## src/rtl/flag_unit_pkg.sv

```systemverilog
`default_nettype none
// ============================================================================
// Module  : flag_unit_pkg
// Brief   : Shared CPU definitions: ALU op encodings, NZCV flag-bit indices
//           and small op-classification helpers used by the decoder and the
//           flag unit.
// Revision: 1.0  initial release
// ============================================================================
package flag_unit_pkg;

    typedef logic [2:0] alu_op_t;

    // ALU operation encodings
    localparam alu_op_t OP_ADD   = 3'b000;
    localparam alu_op_t OP_ADC   = 3'b001;
    localparam alu_op_t OP_SUB   = 3'b010;
    localparam alu_op_t OP_SBC   = 3'b011;
    localparam alu_op_t OP_RSB   = 3'b100;
    localparam alu_op_t OP_RSC   = 3'b101;
    localparam alu_op_t OP_LOGIC = 3'b110;
    localparam alu_op_t OP_MUL   = 3'b111;

    // Bit positions inside a {N,Z,C,V} flag vector
    localparam int FLAG_N = 3;
    localparam int FLAG_Z = 2;
    localparam int FLAG_C = 1;
    localparam int FLAG_V = 0;

    // Ops that go through the adder and produce their own C and V
    function automatic logic op_is_arith(input alu_op_t op);
        return (op != OP_LOGIC) && (op != OP_MUL);
    endfunction

    // Reverse-subtract forms swap the operands before inversion
    function automatic logic op_is_reverse(input alu_op_t op);
        return (op == OP_RSB) || (op == OP_RSC);
    endfunction

    // Subtract forms add the one's complement of the subtrahend
    function automatic logic op_inverts(input alu_op_t op);
        return (op == OP_SUB) || (op == OP_SBC) || (op == OP_RSB) || (op == OP_RSC);
    endfunction

    // Carry-consuming forms take the live C flag as carry-in
    function automatic logic op_uses_carry(input alu_op_t op);
        return (op == OP_ADC) || (op == OP_SBC) || (op == OP_RSC);
    endfunction

endpackage : flag_unit_pkg
`default_nettype wire

```

## src/rtl/flag_unit_add_flags.sv

```systemverilog
`default_nettype none
// ============================================================================
// Module  : add_flags
// Brief   : W+1-bit adder x + y + cin producing the W-bit sum, the carry-out
//           (bit W) and signed overflow.
// Revision: 1.0  initial release
// ============================================================================
module add_flags #(
    parameter int W = 32
) (
    input  logic [W-1:0] x_i,
    input  logic [W-1:0] y_i,
    input  logic         cin_i,
    output logic [W-1:0] sum_o,
    output logic         cout_o,
    output logic         ovf_o
);

    logic [W:0] w_sum;

    // Full-width add with the carry-in folded into the LSB
    always_comb begin
        w_sum  = {1'b0, x_i} + {1'b0, y_i} + {{W{1'b0}}, cin_i};
        sum_o  = w_sum[W-1:0];
        cout_o = w_sum[W];
        // Overflow: operands agree in sign but the result sign differs
        ovf_o  = (x_i[W-1] == y_i[W-1]) && (w_sum[W-1] != x_i[W-1]);
    end

endmodule : add_flags
`default_nettype wire

```

## src/rtl/flag_unit.sv

```systemverilog
`default_nettype none
// ============================================================================
// Module  : flag_unit
// Brief   : Registered ALU result and NZCV flag register with a shadow copy
//           for exception entry/return and a direct flag-write port.
//           Flag writer priority: exc_return > msr_we > ALU set-flags.
// Revision: 1.0  initial release
// ============================================================================
module flag_unit
    import flag_unit_pkg::*;
#(
    parameter int W = 32
) (
    input  logic         clk,
    input  logic         rst_n,
    input  logic         in_valid,
    input  logic [2:0]   in_op,
    input  logic         in_s,
    input  logic [W-1:0] op_a,
    input  logic [W-1:0] op_b,
    input  logic [W-1:0] logic_res,
    input  logic         shift_c,
    input  logic         msr_we,
    input  logic [3:0]   msr_nzcv,
    input  logic         exc_entry,
    input  logic         exc_return,
    output logic [W-1:0] res,
    output logic         res_valid,
    output logic         n,
    output logic         z,
    output logic         c,
    output logic         v,
    output logic [3:0]   spsr_nzcv
);

    logic [W-1:0] res_q, res_d;
    logic         res_valid_q;
    logic [3:0]   flags_q, flags_d;
    logic [3:0]   spsr_q, spsr_d;

    logic [W-1:0] w_x, w_y, w_sum, w_res;
    logic         w_cin, w_cout, w_ovf;
    logic         w_alu_c, w_alu_v;
    logic [3:0]   w_alu_nzcv;

    // Adder operand steering; carry-consuming ops read the registered C
    always_comb begin
        w_x   = op_a;
        w_y   = op_b;
        w_cin = 1'b0;
        if (op_is_reverse(in_op)) begin
            w_x = op_b;
            w_y = ~op_a;
        end else if (op_inverts(in_op)) begin
            w_y = ~op_b;
        end
        if (op_uses_carry(in_op)) begin
            w_cin = flags_q[FLAG_C];
        end else if (op_inverts(in_op)) begin
            w_cin = 1'b1;
        end
    end

    add_flags #(
        .W (W)
    ) u_add_flags (
        .x_i    (w_x),
        .y_i    (w_y),
        .cin_i  (w_cin),
        .sum_o  (w_sum),
        .cout_o (w_cout),
        .ovf_o  (w_ovf)
    );

    // Result and ALU-proposed flags; LOGIC/MUL keep flags they do not own
    always_comb begin
        w_alu_c = flags_q[FLAG_C];
        w_alu_v = flags_q[FLAG_V];
        if (op_is_arith(in_op)) begin
            w_res   = w_sum;
            w_alu_c = w_cout;
            w_alu_v = w_ovf;
        end else begin
            w_res = logic_res;
            if (in_op == OP_LOGIC) begin
                w_alu_c = shift_c;
            end
        end
        w_alu_nzcv         = 4'b0000;
        w_alu_nzcv[FLAG_N] = w_res[W-1];
        w_alu_nzcv[FLAG_Z] = (w_res == '0);
        w_alu_nzcv[FLAG_C] = w_alu_c;
        w_alu_nzcv[FLAG_V] = w_alu_v;
    end

    // Next-state selection: prioritised flag writers, shadow save of old flags
    always_comb begin
        res_d = in_valid ? w_res : res_q;
        if (exc_return) begin
            flags_d = spsr_q;
        end else if (msr_we) begin
            flags_d = msr_nzcv;
        end else if (in_valid && in_s) begin
            flags_d = w_alu_nzcv;
        end else begin
            flags_d = flags_q;
        end
        spsr_d = exc_entry ? flags_q : spsr_q;
    end

    // State registers, cleared asynchronously so in-flight work is dropped
    always_ff @(posedge clk or negedge rst_n) begin
        if (!rst_n) begin
            res_q       <= '0;
            res_valid_q <= 1'b0;
            flags_q     <= 4'b0000;
            spsr_q      <= 4'b0000;
        end else begin
            res_q       <= res_d;
            res_valid_q <= in_valid;
            flags_q     <= flags_d;
            spsr_q      <= spsr_d;
        end
    end

    assign res       = res_q;
    assign res_valid = res_valid_q;
    assign n         = flags_q[FLAG_N];
    assign z         = flags_q[FLAG_Z];
    assign c         = flags_q[FLAG_C];
    assign v         = flags_q[FLAG_V];
    assign spsr_nzcv = spsr_q;

endmodule : flag_unit
`default_nettype wire

```

## config.mk

```make
export PLATFORM = sky130hd
export DESIGN_NAME = flag_unit
export DESIGN_NICKNAME = d
export VERILOG_FILES = /design/src/rtl/flag_unit_pkg.sv /design/src/rtl/flag_unit_add_flags.sv /design/src/rtl/flag_unit.sv
export SDC_FILE = /design/constraint.sdc
export NUM_CORES = 1
export LEC_CHECK = 0
export BUFFER_PORTS_ARGS = -buffer_cell sky130_fd_sc_hd__buf_4
export CORE_ASPECT_RATIO = 2
export CORE_MARGIN = 2
export CORE_UTILIZATION = 27
export DETAILED_ROUTE_END_ITERATION = 8
export GPL_TIMING_DRIVEN = 0
export RECOVER_POWER = 50
export SLEW_MARGIN = 25
export SYNTH_ARGS = -nofsm -noshare
export SYNTH_HDL_FRONTEND = slang
export SYNTH_SLANG_ARGS = --single-unit
```

## constraint.sdc

```tcl
create_clock -name clk -period 3.08 [get_ports clk]
set_input_delay 0.154 -clock clk [delete_from_list [all_inputs] [get_ports clk]]
set_output_delay 0.154 -clock clk [all_outputs]
set_load 0.03 [all_outputs]
```

=== Yosys cells after proc, flatten, opt, wreduce, memory -nomap -nowiden ===
Index checks and enable logic that the tools add are counted.

* Add/subtract/negate cells: 2
* Equality and inequality tests: 10
* Muxes and demuxes: 12
* Bitwise logic cells: 2
* Reductions and logical operators: 15

{| class="wikitable"
|+ Operators with widths
! operator !! count
|-
| 32-bit 2-to-1 mux || 4
|-
| 32-bit NOT || 2
|-
| 32-bit by 32-bit adder with 33-bit output || 1
|-
| 33-bit by 1-bit adder with 33-bit output || 1
|-
| 32-bit logical NOT || 1
|-
| 4-bit 2-to-1 mux || 3
|-
| 3-bit equality test, second input constant || 3
|-
| 3-bit by 2-bit equality test with 1-bit output, second input constant || 2
|-
| 1-bit logical OR || 6
|-
| 3-bit != test, second input constant || 2
|-
| 3-bit nonzero test || 2
|-
| 1-bit 2-to-1 mux || 5
|-
| 2-bit AND reduction || 2
|-
| 4-bit nonzero test || 1
|-
| 3-bit by 1-bit equality test with 1-bit output, second input constant || 1
|-
| 1-bit logical AND || 3
|-
| 1-bit equality test || 1
|-
| 1-bit != test || 1
|}

* Register bits after elaboration: 41
* Output and inout port bits: 41

=== Logic depth before layout (Yosys ltp) ===
* Depth after elaboration: 14
* Gate-level depth with buffers: 22
* Gate-level depth less buffers: 16

=== Modules after synthesis ===
From an unflattened synthesis, not the netlist that was laid out.

* Cell total of the unflattened synthesis: 696
* Area, all modules: 5227.5 µm²

{| class="wikitable"
|+ By module, submodules not included
! module !! times used !! cells an instance !! area an instance (µm²) !! seq. area each (µm²)
|-
| flag_unit || 1 || 457 || 3497.1 || 1026.0
|-
| add_flags || 1 || 239 || 1730.4 || 0.0
|}

=== Worst setup path after synthesis ===
No wires, ideal clock.

* Kind: input -> register
* Start: in in_op[1]
* End: reg flags_q[2]
* Arrival time: 4.458 ns
* Slack: -1.444 ns
* Stages on the path: 22
* Path through: clkbuf_1 -> and2_1 -> clkbuf_1 -> clkbuf_1 -> buf_1 -> buf_1 -> clkbuf_1 -> a21oi_1 -> o31ai_1 -> fa_1 -> inv_1 -> fa_1 -> a21o_1 -> a221o_1 -> a31oi_1 -> a21oi_1 -> o211ai_1 -> and4_1 -> o31ai_1 -> nor4_1 -> nand4_1 -> nand2_1

* Cells in the longest elaborated chain, start to end: 13
* Elaborated cells between the ends (all ways): 26
* Those cells by class: add/sub (2); eq/ne (7); mux (9); reduce/logical (8)

{| class="wikitable"
|+ RTL lines
! item !! RTL line !! RTL
|-
| start: declaration || flag_unit.sv:17 || <nowiki>input logic [2:0] in_op,</nowiki>
|-
| 3-bit by 2-bit equality test with 1-bit output (on tied branches) || flag_unit_pkg.sv:41, flag_unit_pkg.sv:46 ||
|-
| 1-bit logical OR (3 in a row) || flag_unit_pkg.sv:41 || <nowiki>return (op == OP_SUB) || (op == OP_SBC) || (op == OP_RSB) || (op == OP_RSC);</nowiki>
|-
| 32-bit 2-to-1 mux || flag_unit.sv:54 || <nowiki>end else if (op_inverts(in_op)) begin</nowiki>
|-
| 32-bit 2-to-1 mux || flag_unit.sv:51 || <nowiki>if (op_is_reverse(in_op)) begin</nowiki>
|-
| 32-bit by 32-bit adder with 33-bit output || flag_unit_add_flags.sv:23 || <nowiki>w_sum = {1'b0, x_i} + {1'b0, y_i} + {{W{1'b0}}, cin_i};</nowiki>
|-
| 33-bit by 1-bit adder with 33-bit output || flag_unit_add_flags.sv:23 ||
|-
| 32-bit 2-to-1 mux (*) || flag_unit.sv:79 || <nowiki>if (op_is_arith(in_op)) begin</nowiki>
|-
| 32-bit logical NOT (*) || flag_unit.sv:91 || <nowiki>w_alu_nzcv[FLAG_Z] = (w_res == '0);</nowiki>
|-
| 4-bit 2-to-1 mux (*) || flag_unit.sv:103 || <nowiki>end else if (in_valid && in_s) begin</nowiki>
|-
| 4-bit 2-to-1 mux (*) || flag_unit.sv:101 || <nowiki>end else if (msr_we) begin</nowiki>
|-
| 4-bit 2-to-1 mux (*) || flag_unit.sv:99 || <nowiki>if (exc_return) begin</nowiki>
|-
| end signal: assignment || flag_unit.sv:121 || <nowiki>flags_q <= flags_d;</nowiki>
|-
| end: declaration || flag_unit.sv:38 || <nowiki>logic [3:0] flags_q, flags_d;</nowiki>
|}

Mark *: on every way between the ends. The rest lies on a longest branch, timed or not. The select of a mux whose other input is x is not followed.
A chain may end at the register's enable or synchronous reset.

=== Worst setup path after layout ===
* Start: reg flags_q[1]
* End: reg flags_q[2]

* Cells in the longest elaborated chain, start to end: 7

{| class="wikitable"
|+ RTL lines
! item !! RTL line !! RTL
|-
| 1-bit 2-to-1 mux || flag_unit.sv:57 || <nowiki>if (op_uses_carry(in_op)) begin</nowiki>
|-
| 33-bit by 1-bit adder with 33-bit output || flag_unit_add_flags.sv:23 ||
|-
| 32-bit 2-to-1 mux || flag_unit.sv:79 ||
|-
| 32-bit logical NOT || flag_unit.sv:91 ||
|-
| 4-bit 2-to-1 mux || flag_unit.sv:103 ||
|-
| 4-bit 2-to-1 mux || flag_unit.sv:101 ||
|-
| 4-bit 2-to-1 mux || flag_unit.sv:99 ||
|}

Every way passes these cells. The select of a mux whose other input is x is not followed.

==> results.cfg <==
[place]
dp.cells = 1129
place_area_sq_mm = 0.00692
place.detailed.hpwl_mm = 17.6
gp_congestion = 0.857
io_buffers = 150

[route]
drtIter0Drc = 334
viasPerCell = 5.26
wl_mm = 21.5
wl_per_cell_microns = 18.5
ant_nets = 0
drc = 0
first_pass_iters = 5
vias = 6130

[final_layout]
syn_to_final_growth_pct = 45.7
postLayoutCoreUtil_pct = 40.1
fin_nets = 1049
fill_cells = 2028
antenna_cells = 0
drive_gt1_share_pct = 36.0
stdcell_area_sq_mm = 0.00776
stdcell_count = 1165

[sta]
maxSlewViolCount = 42
grt_setup_unrepaired = yes
fin_crit_sh_pct = 116
holdWs_ps = 94.8
tightest_slew_ps = 2240
fin_ws_ps = -505
clock_skew_ps = 4.82
hold_viol = 0
timing.fmax_mhz = 279
period_needed_ps = 3580
slew_headroom_pct = -49.5
tns_ps = -3220
finalSetupViolations = 17

[clock_tree]
clkTransAtPathRegs_ps = 60
cts_root_buf = clkbuf_16
cts_sinks = 41
numCtsBuffers = 5
htree_levels = 2
ctsLongestPathBuffers = 2
clock_latency_ps = 290
cts_tree = done

[synthesis]
netlist_top_cells_count = nand2_1, o21ai_0, a21oi_1, nor2_1, mux2_2
syn-instance-count = 720
yosysMostFrequentCell = nand2_1
syn_area_sq_mm = 0.00532
synth.area.top_cells = dfrtp_1, mux2_2, o21ai_0, nand2_1, ha_1
seq_area_frac_synth_pct = 19.3
syn_nets = 864
yosys_warnings = 0
yosys_most_used_dff = dfrtp_1
synth_cell_types = 68
synth_edf_count = 0
syn_area_per_cell_sq_um = 7.39
yosysTopAreaCell = dfrtp_1
yosysTopAreaCellShare_pct = 19.3
synthArstFlopShare_pct = 100
ys_ff_latch = 41

[die]
die_area_sq_mm = 0.0209
dieWidth_microns = 103
ios = 152
initial_core_util_pct = 27.5
std_cell_rows = 72
core_area_sq_mm = 0.0194
die_y_microns = 203

[power_and_ir_drop]
p_leak_nw = 3.35
peakVddDrop_mv = 0.211
power_density_mw_per_mm2 = 454

[setup_path]
crit_fanout = 5
crit_type = reg -> reg
required_ps = 3310
crit_path_start = flags_q[1]
rr_startpoint = flags_q[1]
cp-end-kind = flip-flop
worstPathArrival_ps = 3820
cp-start-kind = flip-flop

[hold_path]
min-delay-start = exc_entry
hold_class = in -> reg

[run]
maxCapViolations = 1

[global_route]
grt_pass1_wl_mm = 33.0
grt_start_max_net_pins = 42
grt_remaining_overflow = 0
grtUsageTotal_pct = 20.3
antenna_found_initial = 0
grt_pass1_vias = 6264

[outcome]
violations = capacitance limit, slew limit, setup timing
status = finished with violations
-- placed cells by master (no fill, tap or decap), types with 5 or more instances in the layout --
| master | count |
|---|---|
| buf_4 | 166 |
| nand2_1 | 108 |
| o21ai_0 | 77 |
| a21oi_1 | 47 |
| nor2_1 | 44 |
| dfrtp_1 | 41 |
| mux2_2 | 40 |
| xnor2_1 | 40 |
| ha_1 | 28 |
| clkbuf_1 | 17 |
| buf_2 | 12 |
| nand3_1 | 12 |
| inv_1 | 11 |
| a21oi_2 | 11 |
| a21o_1 | 11 |
| clkbuf_16 | 10 |
| and3_1 | 10 |
| o21a_1 | 10 |
| o211ai_1 | 10 |
| a31oi_1 | 9 |
| nor3_1 | 9 |
| xor2_1 | 8 |
| nand4_1 | 8 |
| o21ai_1 | 7 |
| mux2i_1 | 7 |
| clkbuf_8 | 6 |
| clkbuf_2 | 6 |
| nor4_1 | 6 |
| a211o_1 | 6 |
| mux2_4 | 5 |
-- repair_timing --
| action | CTS | global route |
|---|---|---|
| setup endpoints to repair | 29 | 20 |
| setup buffers | 27 | 2 |
| cloned | 0 | 0 |
| pin swaps | 42 | 14 |
| hold buffers | 2 | 0 |
| gates resized for setup | 110 | 11 |
| hold endpoints to repair | 42 | 0 |
-- kinds of logic after synthesis --
group / synth area share [%]
AOI/OAI and AO/OA: 28.4
and+or+nand+nor: 20.7
buffers and inverters: 4.51
muxes: 11.0
xor gates and xnor gates: 8.06
DFF: 19.3
adders and majority gates: 8.04
-- where the power goes --
part	total, mW	internal [mW]	switching (mW)
clock	0.513	0.298	0.216
sequential	0.766	0.676	0.0904
combinational	2.24	0.953	1.29
-- critical path, stage by stage, from the launching register on --
cell and delay, ps:
dfrtp_1 400, inv_2 90, a21oi_4 60, o31ai_4 60, fa_2 290, inv_2 50
fa_2 350, a21o_1 220, a221o_1 390, a31oi_4 310, nand3_1 110, nor3b_2 190
nor4_1 290, nand4_1 240, nor4_2 270, nand4_1 130, nand2_1 70
-- state kept, by name, summed over array words and instances (netlist names) --
name and count:
spsr_nzcv 4, res 32, flags_q 4, res_valid 1
-- layout make-up --
| type | count | area (sq um) | area share [%] |
|---|---|---|---|
| plain buffers | 45 | 409 | 5.27 |
| clock buffers | 6 | 129 | 1.66 |
| clock inverters | 2 | 10.0 | 0.129 |
| inverters | 13 | 48.8 | 0.629 |
| multi-input cells | 618 | 4450 | 57.3 |
| flip-flops and latches | 41 | 1030 | 13.2 |
| well taps | 259 | 324 | 4.18 |
| repair buffers | 181 | 1370 | 17.6 |
-- final timing paths --
kind,to,slack [ps],cells after the start
worst max-delay path,flags_q[2],-500,16
min in group asynchronous,spsr_nzcv[3],1060,2
worst max register to register,flags_q[2],-500,16
worst min register to register,res[23],480,1
worst min-delay path,spsr_nzcv[3],90,2
max in group asynchronous,res[2],720,2
-- metrics by stage --
| stage | worst slack [ps] | total power [mW] |
|---|---|---|
| after detailed placement | -1750 | 2.79 |
| after global placement | -1740 | 2.77 |
| after global routing | -652 | 3.73 |
| final | -505 | 3.52 |
| after floorplan | -614 | 2.09 |
| after CTS | -477 | 3.51 |
-- per-layer routing --
metal | GRT usage [%] | up-vias | wire (microns)
met4 | 10.9 | 0 | 1070
met5 | 0 | - | 0
met1 | 21.0 | 2869 | 7630
li1 | - | 2993 | -
met2 | 38.6 | 215 | 11800
met3 | 1.82 | 53 | 1010
(Power assumes the default switching activity.)
